`src/rtl/countdown_timer_bcd_if.sv`:
```
// Control and display bundle for the BCD countdown timer.
// The master side (controller or bench) drives load/start/pause and the
// preset digits; the slave side (timer core) drives the four display
// digits and the running/done status levels.
interface countdown_timer_bcd_if;

  logic       load;
  logic       start;
  logic       pause;
  logic [3:0] preset_m10;
  logic [3:0] preset_m1;
  logic [3:0] preset_s10;
  logic [3:0] preset_s1;

  logic [3:0] m10;
  logic [3:0] m1;
  logic [3:0] s10;
  logic [3:0] s1;
  logic       running;
  logic       done;

  modport master (
    output load, start, pause,
    output preset_m10, preset_m1, preset_s10, preset_s1,
    input  m10, m1, s10, s1, running, done
  );

  modport slave (
    input  load, start, pause,
    input  preset_m10, preset_m1, preset_s10, preset_s1,
    output m10, m1, s10, s1, running, done
  );

endinterface

```
`src/rtl/countdown_timer_bcd.sv`:
```
// MM:SS BCD countdown timer. Loads a clamped preset, decrements once per
// TICK_DIV clock cycles through a mod-10/mod-6/mod-10/mod-10 borrow chain,
// and parks in DONE at 00:00. The count never wraps below zero.
module countdown_timer_bcd #(
  parameter int TICK_DIV = 50000000
) (
  input  logic                  clk,
  input  logic                  reset,
  countdown_timer_bcd_if.slave  bus
);

  localparam int PW = (TICK_DIV > 2) ? $clog2(TICK_DIV) : 1;
  localparam logic [PW-1:0] PRESC_LAST = PW'(TICK_DIV - 1);

  typedef enum logic [1:0] {
    IDLE   = 2'd0,
    RUN    = 2'd1,
    PAUSED = 2'd2,
    DONE   = 2'd3
  } state_t;

  // Four BCD digits packed as {m10, m1, s10, s1}.
  typedef struct packed {
    logic [3:0] m10;
    logic [3:0] m1;
    logic [3:0] s10;
    logic [3:0] s1;
  } count_t;

  state_t          state_q, state_d;
  logic [PW-1:0]   presc_q, presc_d;
  count_t          count_q, count_d;
  logic            running_q, running_d;
  logic            done_q, done_d;
  logic            tick;
  logic            count_zero;

  // Clamp out-of-range preset digits: units/minutes to 9, seconds-tens to 5.
  function automatic count_t clamp_preset(input logic [3:0] pm10, input logic [3:0] pm1,
                                          input logic [3:0] ps10, input logic [3:0] ps1);
    count_t c;
    c.m10 = (pm10 > 4'd9) ? 4'd9 : pm10;
    c.m1  = (pm1  > 4'd9) ? 4'd9 : pm1;
    c.s10 = (ps10 > 4'd5) ? 4'd5 : ps10;
    c.s1  = (ps1  > 4'd9) ? 4'd9 : ps1;
    return c;
  endfunction

  // One-second decrement with borrow rippling s1 -> s10 -> m1 -> m10.
  // Callers never pass 00:00, so m10 is non-zero whenever it is reached.
  function automatic count_t bcd_decrement(input count_t v);
    count_t c;
    c = v;
    if (c.s1 == 4'd0) begin
      c.s1 = 4'd9;
      if (c.s10 == 4'd0) begin
        c.s10 = 4'd5;
        if (c.m1 == 4'd0) begin
          c.m1  = 4'd9;
          c.m10 = c.m10 - 4'd1;
        end else begin
          c.m1 = c.m1 - 4'd1;
        end
      end else begin
        c.s10 = c.s10 - 4'd1;
      end
    end else begin
      c.s1 = c.s1 - 4'd1;
    end
    return c;
  endfunction

  assign tick       = (state_q == RUN) && (presc_q == PRESC_LAST);
  assign count_zero = (count_q == '0);

  // Next-state, prescaler and count update; load overrides everything else.
  always_comb begin
    // NOTE: every signal gets a default before the branches, so no path
    // leaves one unassigned and no latch is inferred.
    state_d = state_q;
    presc_d = presc_q;
    count_d = count_q;

    if (bus.load) begin
      count_d = clamp_preset(bus.preset_m10, bus.preset_m1,
                             bus.preset_s10, bus.preset_s1);
      presc_d = '0;
      state_d = IDLE;
    end else begin
      unique case (state_q)
        RUN: begin
          presc_d = tick ? '0 : presc_q + PW'(1);
          if (bus.pause) begin
            state_d = PAUSED;
          end
          if (tick) begin
            count_d = bcd_decrement(count_q);
            // Reaching 00:00 ends the run even if pause arrived this edge.
            if (count_d == '0) begin
              state_d = DONE;
            end
          end
        end
        IDLE, PAUSED: begin
          // pause outranks start, and pause itself does nothing here.
          if (bus.start && !bus.pause) begin
            if (count_zero) begin
              state_d = DONE;
            end else begin
              state_d = RUN;
              // Resuming keeps the partial prescaler count; a fresh start
              // restarts the full tick period.
              if (state_q == IDLE) begin
                presc_d = '0;
              end
            end
          end
        end
        DONE: begin
          // Holds 00:00 until a load.
        end
        default: begin
          state_d = IDLE;
        end
      endcase
    end

    running_d = (state_d == RUN);
    done_d    = (state_d == DONE);
  end

  // State, prescaler, digits and registered status flags.
  always_ff @(posedge clk) begin
    // NOTE: sequential state uses non-blocking assignments so every register
    // samples the pre-edge values, independent of statement order.
    if (reset) begin
      state_q   <= IDLE;
      presc_q   <= '0;
      count_q   <= '0;
      running_q <= 1'b0;
      done_q    <= 1'b0;
    end else begin
      state_q   <= state_d;
      presc_q   <= presc_d;
      count_q   <= count_d;
      running_q <= running_d;
      done_q    <= done_d;
    end
  end

  assign bus.m10     = count_q.m10;
  assign bus.m1      = count_q.m1;
  assign bus.s10     = count_q.s10;
  assign bus.s1      = count_q.s1;
  assign bus.running = running_q;
  assign bus.done    = done_q;

endmodule
```
`src/flat_wrapper.sv`:
```
// flat-port wrapper written by rule: the top's interface ports become plain ports
module countdown_timer_bcd_flat 
#(
  parameter int TICK_DIV = 50000000
)
  (clk, reset, bus_load, bus_start, bus_pause, bus_preset_m10, bus_preset_m1, bus_preset_s10, bus_preset_s1, bus_m10, bus_m1, bus_s10, bus_s1, bus_running, bus_done);
  countdown_timer_bcd_if bus_i ();
  input  logic clk;
  input  logic reset;
  input wire logic [$bits(bus_i.load)-1:0] bus_load;
  input wire logic [$bits(bus_i.start)-1:0] bus_start;
  input wire logic [$bits(bus_i.pause)-1:0] bus_pause;
  input wire logic [$bits(bus_i.preset_m10)-1:0] bus_preset_m10;
  input wire logic [$bits(bus_i.preset_m1)-1:0] bus_preset_m1;
  input wire logic [$bits(bus_i.preset_s10)-1:0] bus_preset_s10;
  input wire logic [$bits(bus_i.preset_s1)-1:0] bus_preset_s1;
  output wire logic [$bits(bus_i.m10)-1:0] bus_m10;
  output wire logic [$bits(bus_i.m1)-1:0] bus_m1;
  output wire logic [$bits(bus_i.s10)-1:0] bus_s10;
  output wire logic [$bits(bus_i.s1)-1:0] bus_s1;
  output wire logic [$bits(bus_i.running)-1:0] bus_running;
  output wire logic [$bits(bus_i.done)-1:0] bus_done;
  assign bus_i.load = bus_load;
  assign bus_i.start = bus_start;
  assign bus_i.pause = bus_pause;
  assign bus_i.preset_m10 = bus_preset_m10;
  assign bus_i.preset_m1 = bus_preset_m1;
  assign bus_i.preset_s10 = bus_preset_s10;
  assign bus_i.preset_s1 = bus_preset_s1;
  assign bus_m10 = bus_i.m10;
  assign bus_m1 = bus_i.m1;
  assign bus_s10 = bus_i.s10;
  assign bus_s1 = bus_i.s1;
  assign bus_running = bus_i.running;
  assign bus_done = bus_i.done;
  countdown_timer_bcd #(.TICK_DIV(TICK_DIV)) u_core (.clk(clk), .reset(reset), .bus(bus_i));
endmodule
```
`config.mk`:
```
export PLATFORM = sky130hd
export DESIGN_NAME = countdown_timer_bcd_flat
export DESIGN_NICKNAME = d
export VERILOG_FILES = /design/src/rtl/countdown_timer_bcd_if.sv /design/src/rtl/countdown_timer_bcd.sv /design/src/flat_wrapper.sv
export SDC_FILE = /design/constraint.sdc
export NUM_CORES = 1
export LEC_CHECK = 0
export ABC_AREA = 0
export BUFFER_PORTS_ARGS = -buffer_cell sky130_fd_sc_hd__buf_2
export CAP_MARGIN = 15
export CORE_ASPECT_RATIO = 0.5
export CORE_MARGIN = 8
export CORE_UTILIZATION = 57
export DETAILED_ROUTE_END_ITERATION = 8
export PLACE_DENSITY = 0.8
export SYNTH_ARGS = -nofsm -noshare
export SYNTH_HDL_FRONTEND = slang
export SYNTH_SLANG_ARGS = --single-unit
```
`constraint.sdc`:
```
create_clock -name clk -period 3 [get_ports clk]
set_clock_uncertainty 0.2 [all_clocks]
set_input_delay 0.3 -clock clk [delete_from_list [all_inputs] [get_ports clk]]
set_output_delay 0.3 -clock clk [all_outputs]
set_load 0.05 [all_outputs]
```
# [Word level (Yosys, flattened, before mapping)]
# Cells that the tools add are included.
[totals] regBits=46 latch_bits=0 mem_bits_rw=0 romBits=0 input_bits=21 output_inout_bits=18 wordCells=72 n_memories=0
[classes] n_addsub=5 mul=0 div=0 magnitude_cmp=4 n_eq_ne=8 shift=0 n_mux=31 n_bitwise=0 reduce_logical=16
[ops] op="2-to-1 mux 26 bit" count=4
[ops] op="case mux 26 bit (2 select lines)" count=1
[ops] op="2-to-1 mux 12 bit" count=4
[ops] op="2-to-1 mux 16 bit" count=3
[ops] op="2-to-1 mux 4 bit" count=11
[ops] op="logical NOT 16 bit" count=2
[ops] op="adder 26 x 1 -> 26 bit, second input constant" count=1
[ops] op="== test 26 bit, second input constant" count=1
[ops] op="subtractor 4 x 1 -> 4 bit, second input constant" count=4
[ops] op="> comparator 4 bit, second input constant" count=3
[ops] op="logical NOT 4 bit" count=3
[ops] op="2-to-1 mux 2 bit" count=6
[ops] op="2-to-1 mux 8 bit" count=1
[ops] op="nonzero test 2 bit" count=3
[ops] op="== test 2 x 1 -> 1 bit, second input constant" count=2
[ops] op="== test 2 bit, second input constant" count=2
[ops] op="> comparator 4 x 3 -> 1 bit, second input constant" count=1
[ops] op="!= test 2 x 1 -> 1 bit, second input constant" count=2
[ops] op="case mux 2 bit (2 select lines)" count=1
[ops] op="AND reduction 4 bit" count=1
[ops] op="OR reduction 2 bit" count=2
[ops] op="logical AND 1 bit" count=2
[ops] op="logical NOT 2 bit" count=1
[ops] op="!= test 2 bit, second input constant" count=1
[ops] op="2 further kinds" count=2

# [Longest topological paths before layout]
[logic_depth] depth_word=13 ltp_mapped=8 depth_no_buf=7

# [Worst setup path before layout]
# No wires, ideal clock.
[synth_timing] path_kind="register -> register" from="reg u_core.count_q, in the netlist u_core.bus.s1[0]" to="reg u_core.running_q (netlist: u_core.bus.running)" setup_ns=0.126 arrival_ns=2.080 required_ns=2.674 slack_ns=0.594 stages_incl_launch_ff=6 n_path_buf=0 period_less_slack_ns=2.406 cell_sequence="dfxtp_1 -> nor4_2 -> nand4_1 -> mux2i_1 -> or4_4 -> nor4b_1"
[synth_between] elab_chain_len=11 elab_cells_between_ends=19 classes_between="add/sub (1); eq/ne (1); mux (14); reduce/logical (3)"
[synth_lines] item="start, declared" line="countdown_timer_bcd.sv:32" text="count_t count_q, count_d;"
[synth_lines] item="start signal, assigned" line="countdown_timer_bcd.sv:145" text="count_q <= count_d;"
[synth_lines] item="subtractor 4 x 1 -> 4 bit / logical NOT 4 bit (equally long branches)" line="countdown_timer_bcd.sv:68, countdown_timer_bcd.sv:54"
[synth_lines] item="2-to-1 mux 4 bit / 2-to-1 mux 12 bit (equally long branches)" line="countdown_timer_bcd.sv:54" text="if (c.s1 == 4'd0) begin"
[synth_lines] item="2-to-1 mux 4 bit / 2-to-1 mux 12 bit (equally long branches)" line="countdown_timer_bcd.sv:96" text="if (tick) begin"
[synth_lines] item="2-to-1 mux 4 bit / 2-to-1 mux 12 bit (equally long branches)" line="countdown_timer_bcd.sv:90" text="unique case (state_q)"
[synth_lines] item="2-to-1 mux 4 bit / 2-to-1 mux 12 bit (equally long branches)" line="countdown_timer_bcd.sv:84" text="if (bus.load) begin"
[synth_lines] item="logical NOT 16 bit" line="countdown_timer_bcd.sv:99" text="if (count_d == '0) begin"
[synth_lines] item="2-to-1 mux 2 bit" line="countdown_timer_bcd.sv:99"
[synth_lines] item="2-to-1 mux 2 bit" line="countdown_timer_bcd.sv:96"
[synth_lines] item="case mux 2 bit (2 select lines) (*)" line="countdown_timer_bcd.sv:90"
[synth_lines] item="2-to-1 mux 2 bit (*)" line="countdown_timer_bcd.sv:84"
[synth_lines] item="== test 2 x 1 -> 1 bit (*)" line="countdown_timer_bcd.sv:128" text="running_d = (state_d == RUN);"
[synth_lines] item="end signal, assigned" line="countdown_timer_bcd.sv:146" text="running_q <= running_d;"
[synth_lines] item="end, declared" line="countdown_timer_bcd.sv:33" text="logic running_q, running_d;"
# Mark *: on every way between the ends. The rest lies on a longest branch, timed or not. The select of a mux whose other input is x is not followed.
# A chain may end at the register's enable or synchronous reset.

# [Final worst setup path]
[layout_timing] from="reg u_core.presc_q[18]" to="reg u_core.count_q, in the netlist u_core.bus.m1[3]"
[layout_between] elab_chain_len=4
[layout_lines] item="start, declared" line="countdown_timer_bcd.sv:31" text="logic [PW-1:0] presc_q, presc_d;"
[layout_lines] item="start signal, assigned" line="countdown_timer_bcd.sv:144" text="presc_q <= presc_d;"
[layout_lines] item="== test 26 bit" line="countdown_timer_bcd.sv:73" text="assign tick = (state_q == RUN) && (presc_q == PRESC_LAST);"
[layout_lines] item="logical AND 1 bit" line="countdown_timer_bcd.sv:73"
[layout_lines] item="nonzero test 2 bit (no line)"
[layout_lines] item="AND reduction 2 bit (no line)"
# Every way passes these cells.

==> results.json <==
{
  "die_y_um": 64.62,
  "maxSlewViolCount": 0,
  "dp_hpwl_mm": 5.282,
  "layout-drive-gt1-share_pct": 16.80,
  "worstPathArrival_ps": 2570,
  "grt.met1_usage_pct": 23.31,
  "powerDensity_nw_per_um2": 403.2,
  "final_util_pct": 67.40,
  "die_x_um": 113.2,
  "hold_class": "primary input to register",
  "grt_antenna_before_repair": 0,
  "p_leak_nw": 1.083,
  "cp-start-kind": "register",
  "rsz0062_at_grt": "false",
  "synth_area_sq_um": 2695,
  "cts_resized": 0,
  "crit_type": "register to register",
  "vias": 2801,
  "synth_commonest_cells": "dfxtp_1 (46), a21oi_1 (26), nand2_1 (24)",
  "clockBufferDepth": 2,
  "clock-sinks": 46,
  "cp.required_ps": 3000,
  "worstSkewPairLatency_ps": 290,
  "grt_pass1_wl_mm": 11.85,
  "fillCellCount": 376,
  "htreeDepth": 2,
  "fmax_mhz": 388.9,
  "critical_path.max_fanout": 8,
  "cts-root-buf": "clkbuf_8",
  "postCtsHoldBufs": 0,
  "maxCapViolCount": 0,
  "synth_top_area_share_pct": 34.17,
  "avgSynthCellArea_sq_um": 8.142,
  "synth_top_family_by_area": "simple AND/OR/NAND/NOR gates",
  "die-area_sq_um": 7318,
  "synth-simple-area-share_pct": 34.22,
  "use_met3_pct": 5.355,
  "status": "complete, no violations",
  "io_buffers": 38,
  "relSlewSlack_pct": 58.63,
  "finalWirelength_mm": 7.262,
  "setup_tns_ps": 0,
  "grtUsageMet2_pct": 33.73,
  "crit_path_end_kind": "register",
  "setup_viol": 0,
  "seq_area_frac_synth_pct": 34.17,
  "drc": 0,
  "grt_pass1_vias": 2522,
  "routedWlPerCell_um": 17.05,
  "yosysTopAreaCell": "dfxtp_1",
  "core_area_sq_um": 4467,
  "drt_iter0_drc": 248,
  "num_io_pins": 39,
  "start_util_pct": 60.34,
  "cts_tree": "yes",
  "post_layout_nonfiller_instances": 426,
  "ir_drop_mv": 0.1785,
  "nets": 393,
  "synthToLayoutAreaGrowth_pct": 11.70,
  "synth-adder-area-share_pct": 1.393,
  "vias_per_cell": 6.575,
  "crit_path_top_delay_cell": "or4_1",
  "synthCells": 331,
  "synthesis.nets": 355,
  "grt_max_degree": 42,
  "synth.distinct_cells": 58,
  "std_cell_rows": 17,
  "async_flop_share_pct": 0,
  "synthTopCellsByArea": "dfxtp_1 (34%), a21oi_1 (4.8%), a31oi_1 (4.4%), nand2_1 (3.3%), nand3_1 (3.2%)",
  "slowest_delay_ps": 540,
  "finalCritPeriodShare_pct": 85.70,
  "cts_made_buffers": 5,
  "dr.pass1.iters": 5,
  "period_minus_slack_ps": 2571,
  "grt-busiest-layer": "met2",
  "gp_congestion": 0.8574,
  "dpl.cell_count": 419,
  "path_cells": "nor4bb_1, and4_1, nand4_2, or4_1, a311oi_1",
  "track_usage_pct": 19.32,
  "antenna_cells": 0,
  "ys_ff_latch": 46,
  "synth-edff-count": 0,
  "post_cts_buffers": 0,
  "overflow": 0,
  "synthMuxAreaShare_pct": 3.389,
  "ant_nets": 0,
  "ys_warn_count": 0,
  "synth_xor_area_share_pct": 1.950,
  "yosysMostFrequentCell": "dfxtp_1",
  "hold_viol_final": 0,
  "worst_pin_slew_ps": 614.8,
  "synth_ff_type": "dfxtp_1",
  "clkTransAtPathRegs_ps": 80,
  "synth_compound_area_share_pct": 21.26
}
[logic make-up after synthesis]
family | count (synthesis)
xor+xnor | 6
compound gates | 90
simple gates | 155
fa+ha+maj | 3
flops | 46
mux | 9
buf+inv | 22
[through the flow]
step	total power, mW	hold WS (ps)	area [sq um]	setup slack (ps)
2_1_floorplan	0.7976	176.7	2695	593.6
3_3_place_gp	0.8535	269.6	2934	644.9
3_5_place_dp	0.8603	271.6	2934	504.3
4_1_cts	1.216	23.28	3010	483.7
5_1_grt	1.265	29.03	3010	289.3
6_report	1.214	22.26	3010	429.0
[critical path: cells and delay by family, from the launching register on]
family / cells / cell delay [ps]
AO/OA/AOI/OAI: 1 / 290
AND/OR/NAND/NOR: 4 / 1610
flip-flops: 1 / 380
[cell type report]
type	instances	area, sq um	share of cell area (%)
multi-input cells	263	1680	55.82
flip-flops and latches	46	920.9	30.59
repair buffers	42	220.2	7.315
clock buffers	7	76.32	2.535
well taps	57	71.32	2.369
inverters	11	41.29	1.372
[worst paths after layout]
| check | startpoint | to | slack (ps) | cells after the start |
|---|---|---|---|---|
| worst max register to register | u_core.presc_q[18]$_SDFFE_PP0P_ | u_core.bus.m1[3]$_SDFFE_PP0P_ | 430 | 5 |
| worst min register to register | u_core.presc_q[20]$_SDFFE_PP0P_ | u_core.presc_q[20]$_SDFFE_PP0P_ | 280 | 1 |
| worst min-delay path | bus_preset_s1[2] | u_core.bus.s1[2]$_SDFFE_PP0P_ | 20 | 3 |
| worst max-delay path | u_core.presc_q[18]$_SDFFE_PP0P_ | u_core.bus.m1[3]$_SDFFE_PP0P_ | 430 | 5 |
[flip-flops by register name, summed over array words and instances (netlist names)]
name / flops
u_core.bus.m10: 4
u_core.bus.m1: 4
u_core.presc_q: 26
u_core.bus.done: 1
u_core.bus.running: 1
u_core.bus.s10: 4
u_core.bus.s1: 4
u_core.state_q: 2
[cell usage in the layout (no fill, tap or decap), types with 3 or more instances in the layout]
cell / instances
a211oi_1: 4
a21oi_1: 25
a22o_1: 3
a31oi_1: 19
and2_1: 6
and3_1: 6
and4_1: 5
buf_2: 38
buf_4: 4
clkbuf_8: 5
dfxtp_1: 46
ha_1: 3
inv_1: 11
mux2i_1: 8
nand2_1: 24
nand2b_1: 6
nand3_1: 17
nand4_1: 13
nor2_1: 22
nor2b_1: 5
nor3_1: 9
nor4_1: 10
nor4b_1: 4
o21ai_0: 16
o31ai_1: 5
or3_1: 6
xnor2_1: 5
[power breakdown]
group | internal (mW) | switching [mW] | leakage [nW]
logic | 0.0660 | 0.135 | 0.670
registers | 0.624 | 0.0236 | 0.374
clock network | 0.161 | 0.204 | 0.0383
total | 0.851 | 0.363 | 1.08
[metal layers]
metal	vias up	routed length, um
li1	1352	-
met1	1311	3242
met2	129	3383
met3	9	572
met4	0	63
met5	-	0
No activity file was read; power rests on OpenSTA's default activity.
